[src/rtl/reset_sequencer.sv]
// reset_sequencer: synchronized, filtered, stretched and staggered multi-channel reset release
// Ports:
//   clk          single clock
//   rst          synchronous active-high block reset, highest priority
//   asyncRstn    asynchronous active-low external reset request
//   swRst        synchronous software reset, one-cycle pulse is enough
//   syncRstn     active-low channel resets, bit 0 released first
//   allReleased  high once every channel is released
//   busy         inverse of allReleased
//   rstCause     cause of the last reset: bit0 hardware, bit1 software, 00 block reset
module reset_sequencer #(
  parameter int CHANNELS = 4,
  parameter int FLOPS    = 2,
  parameter int FILTER   = 2,
  parameter int HOLD     = 16,
  parameter int STAGGER  = 8
) (
  input  logic                clk,
  input  logic                rst,
  input  logic                asyncRstn,
  input  logic                swRst,
  output logic [CHANNELS-1:0] syncRstn,
  output logic                allReleased,
  output logic                busy,
  output logic [1:0]          rstCause
);
  localparam int LW = $clog2(FILTER + 1);
  localparam int HW = HOLD > 1 ? $clog2(HOLD) : 1;
  localparam int SW = STAGGER > 1 ? $clog2(STAGGER) : 1;
  localparam int CW = CHANNELS > 1 ? $clog2(CHANNELS) : 1;
  localparam logic [LW-1:0] LMAX = LW'(FILTER);
  localparam logic [HW-1:0] HMAX = HW'(HOLD - 1);
  localparam logic [SW-1:0] SMAX = SW'(STAGGER - 1);
  localparam logic [CW-1:0] CMAX = CW'(CHANNELS - 1);
  localparam logic [CHANNELS-1:0] ONE = CHANNELS'(1);

  typedef enum logic [1:0] {ST_ASSERT, ST_RELEASE, ST_RUN} state_t;

  state_t state_q, state_d;
  logic [FLOPS-1:0] sync_q;
  logic [LW-1:0] low_q, low_d;
  logic [HW-1:0] hold_q, hold_d;
  logic [SW-1:0] stag_q, stag_d;
  logic [CW-1:0] chan_q, chan_d;
  logic [CHANNELS-1:0] rstn_q, rstn_d;
  logic [1:0] cause_q, cause_d, cause_bits;
  logic all_q, all_d, busy_q, boot_q;
  logic sync_out, hw_evt, evt;

  assign sync_out = sync_q[FLOPS-1];
  assign low_d = sync_out ? '0 : (low_q == LMAX ? low_q : low_q + 1'b1);
  assign hw_evt = low_q == LMAX;
  assign evt = hw_evt | swRst;
  // The preloaded-low synchronizer after rst looks like a hardware request until it
  // first clears; boot_q keeps that artefact from being reported as a hardware cause.
  assign cause_bits = {swRst, hw_evt & ~boot_q};

  always_comb begin
    state_d = state_q;
    hold_d = hold_q;
    stag_d = stag_q;
    chan_d = chan_q;
    rstn_d = rstn_q;
    cause_d = cause_q;
    if (evt) begin
      state_d = ST_ASSERT;
      hold_d = '0;
      stag_d = '0;
      chan_d = '0;
      rstn_d = '0;
      cause_d = state_q == ST_ASSERT ? cause_q | cause_bits : cause_bits;
    end else if (state_q == ST_ASSERT) begin
      if (hold_q == HMAX) begin
        rstn_d = ONE;
        chan_d = CW'(1);
        stag_d = '0;
        state_d = CHANNELS == 1 ? ST_RUN : ST_RELEASE;
      end else begin
        hold_d = hold_q + 1'b1;
      end
    end else if (state_q == ST_RELEASE) begin
      stag_d = stag_q + 1'b1;
      if (stag_q == SMAX) begin
        rstn_d = rstn_q | (ONE << chan_q);
        stag_d = '0;
        chan_d = chan_q == CMAX ? '0 : chan_q + 1'b1;
        state_d = chan_q == CMAX ? ST_RUN : ST_RELEASE;
      end
    end
    all_d = state_d == ST_RUN;
  end

  always_ff @(posedge clk) begin
    if (rst) begin
      sync_q <= '0;
      low_q <= LMAX;
      boot_q <= 1'b1;
      state_q <= ST_ASSERT;
      hold_q <= '0;
      stag_q <= '0;
      chan_q <= '0;
      rstn_q <= '0;
      cause_q <= '0;
      all_q <= 1'b0;
      busy_q <= 1'b1;
    end else begin
      sync_q <= {sync_q[FLOPS-2:0], asyncRstn};
      low_q <= low_d;
      boot_q <= boot_q & hw_evt;
      state_q <= state_d;
      hold_q <= hold_d;
      stag_q <= stag_d;
      chan_q <= chan_d;
      rstn_q <= rstn_d;
      cause_q <= cause_d;
      all_q <= all_d;
      busy_q <= ~all_d;
    end
  end

  assign syncRstn = rstn_q;
  assign allReleased = all_q;
  assign busy = busy_q;
  assign rstCause = cause_q;
endmodule

[config.mk]
export PLATFORM = sky130hd
export DESIGN_NAME = reset_sequencer
export DESIGN_NICKNAME = d
export VERILOG_FILES = /design/src/rtl/reset_sequencer.sv
export SDC_FILE = /design/constraint.sdc
export NUM_CORES = 1
export LEC_CHECK = 0
export CORE_MARGIN = 1.5
export CORE_UTILIZATION = 57
export CTS_CLUSTER_SIZE = 12
export DETAILED_ROUTE_END_ITERATION = 12
export PLACE_DENSITY = 0.79
export SLEW_MARGIN = 0
export SYNTH_ARGS = -nofsm -noshare
export SYNTH_HDL_FRONTEND = slang
export SYNTH_SLANG_ARGS = --single-unit
[constraint.sdc]
create_clock -name clk -period 2.9 [get_ports clk]
set_input_delay 0.725 -clock clk [delete_from_list [all_inputs] [get_ports clk]]
set_output_delay 0.725 -clock clk [all_outputs]
set_load 0.05 [all_outputs]
==> reports/qor.csv <==
metric,value,unit
outcome,"finished, final reports clean",
CTS Buf Count,3,
peak supply drop,374,µV
Tcrit/Tclk final,76.2,%
Critical path origin,syncRstn[0]$_SDFFE_PP0P_,
Worst setup EP type,output pin,
Die Span X,45.9,µm
layout cells sized above 1,7.14,%
"CP delay by family, top",buffers and inverters,
clock tree sinks,24,
startpoint types,register,
Synthesis Warnings,0,
initial antenna violation count,0,
gp weighted congestion,0.728,
"EDFF count, synth",0,
vias per cell,5.25,
final setup margin,0.691,ns
synth top area cells,"dfxtp_1, ha_1, nor2_1, buf_6, a21oi_1",
Max-cap violations,0,
share of the synthesized area in the top cell type,45.8,%
"commonest non-fill, non-tap cell in the layout",dfxtp_1,
DRT Pass-1 Iters,4,
Crit-path slowest cell,clkdlybuf4s50_1,
Power Total,0.521,mW
Port Buf Inserts,11,
largest fanout on the critical path,3,
CTS resizes,0,
H-tree depth,1,
Antenna Cells,0,
Worst Reg-to-Reg Cells,5,
"Area growth, synth to finish",10.9,%
Syn Nets,115,
Post-Syn Area,0.00105,mm²
Syn Area/Cell,10.2,µm²
CP max stage delay,0.81,ns
Crit path depth,1,
Max Slew Vio Count,0,
Buf/Inv on CP,1,
most frequent cells in the layout,"dfxtp_1, nor2_1, clkdlybuf4s50_1, ha_1, a21oi_1",
DPL Wire Length,1.19,mm
routed vias,719,
first-pass GRT wire length,2.71,mm
Least-Margin Pin Slew,0.495,ns
"CTS clk-pin slew, worst paths",0.12,ns
TNS Setup,0,ns
final hold violations,0,
PwrDens,448,mW/mm²
Routed WL per cell,11.4,µm
main flop type after synthesis,dfxtp_1,
post-synthesis register bit count,24,
pin count of the biggest net entering global routing,13,
Worst-Skew Late Latency,0.30,ns
synth unique cells,33,
RSZ-0062 raised after global routing,no,
DIE AREA,0.00211,mm²
Post-Syn Instances,103,
Worst EP arrival,1.48,ns
total routed wirelength,1.56,mm
Final setup viols,0,
post-synth top area cell,dfxtp_1,
grt ovf,0,
Total Nets Final,126,
static leakage,0.495,nW
critical path required time,2.17,ns
Die Span Y,45.9,µm
FMAX,0.453,GHz
"setup slack, reg-to-reg",1.33,ns
Post-CTS Setup Repair Bufs,0,
crit-path cells,clkdlybuf4s50_1,
sequential area share after synthesis,45.8,%
Fillers,156,
post-layout min period,2.21,ns
# rows,15,
DP Worst Slack,0.665,ns
Slew HR,66.9,%
Crit Path Category,register to output pin,
Final Skew,0.00260,ns
end point of the critical path,syncRstn[0],
Post-DRT Antenna Nets,0,
DRC,0,
worst r2r src,stag_q[0]$_SDFFE_PP0P_,
drt initial violations,8,
clk buf depth,2,
clk root buf,clkbuf_4,
"Async S/R FF share, synth",0,%
IO Pins,12,
CTS tree,done,
HP Class,register to register,
CTS Hold Buffers Added,0,
Initial Util,60.7,%
r2r endpoint,chan_q[1]$_SDFFE_PP0P_,
core footprint,0.00173,mm²
vias in the first global route,669,
GRT Util Overall,17.8,%
## layout make-up
| cell class | count | area, µm² | area share (%) |
|---|---|---|---|
| clock buffer | 3 | 22.5 | 1.94 |
| inverter | 3 | 11.3 | 0.969 |
| multi-input combinational | 71 | 507 | 43.6 |
| sequential | 24 | 480 | 41.3 |
| tap | 25 | 31.3 | 2.69 |
| timing repair buffer | 11 | 110 | 9.47 |
## how the worst min path moves through the flow
stage,startpoint,depth (start not counted),end
floorplan,sync_q[1]$_SDFF_PP0_,1,low_q[0]$_SDFFE_PP0N_
global placement,sync_q[1]$_SDFF_PP0_,1,low_q[0]$_SDFFE_PP0N_
detailed placement,sync_q[1]$_SDFF_PP0_,1,low_q[0]$_SDFFE_PP0N_
CTS,sync_q[1]$_SDFF_PP0_,1,low_q[0]$_SDFFE_PP0N_
global route,sync_q[1]$_SDFF_PP0_,1,low_q[0]$_SDFFE_PP0N_
finish,sync_q[1]$_SDFF_PP0_,1,low_q[0]$_SDFFE_PP0N_
## cell families after synthesis
logic type                 Yosys count  synth area share (%)
buffers and inverters                8                  5.85
AOI/OAI and AO/OA                   21                  14.8
adders and majority gates            8                  9.55
DFF                                 24                  45.8
xor gates and xnor gates             3                  2.51
and+or+nand+nor                     38                  20.5
muxes                                1                 0.955
## layer usage
| metal | up-vias | GRT usage, % | routed length [µm] |
|---|---|---|---|
| met5 | - | 0 | 0 |
| met3 | 2 | 3.57 | 39 |
| met4 | 0 | 6.86 | 14 |
| met2 | 11 | 29.7 | 728 |
| met1 | 326 | 22.3 | 776 |
| li1 | 380 | - | - |
## per-stage QoR
stage                     util, %  instances  hold slack, ns  cell area, µm²
after global routing         67.3        137           0.455            1160
after floorplan                 -        103           0.399            1050
after detailed placement     66.0        134           0.411            1140
after global placement       66.0        134           0.404            1140
after CTS                    67.3        137           0.429            1160
final                        67.3        137           0.429            1160
## flip-flops by register name (all words and copies together), names as in the netlist
name and flops:
chan_q 2, rstCause 2, allReleased 1, state_q 2
stag_q 3, sync_q 2, hold_q 4, syncRstn 4
low_q 2, boot_q 1, busy 1
## cells in the mapped netlist (2+ instances only)
cell      count
nand2b_1      2
a22oi_1       3
or3_1         2
nor3_1        6
xnor2_1       2
ha_1          8
nand2_1       2
a21oi_1       7
inv_1         3
o21ai_0       4
dfxtp_1      24
nor2_1       15
buf_6         4
nor2b_1       2
## power by group
part	switching, mW	internal, mW
combinational	0.0218	0.0176
clock	0.0905	0.0484
sequential	0.00512	0.338
No activity file was read; power rests on OpenSTA's default activity.
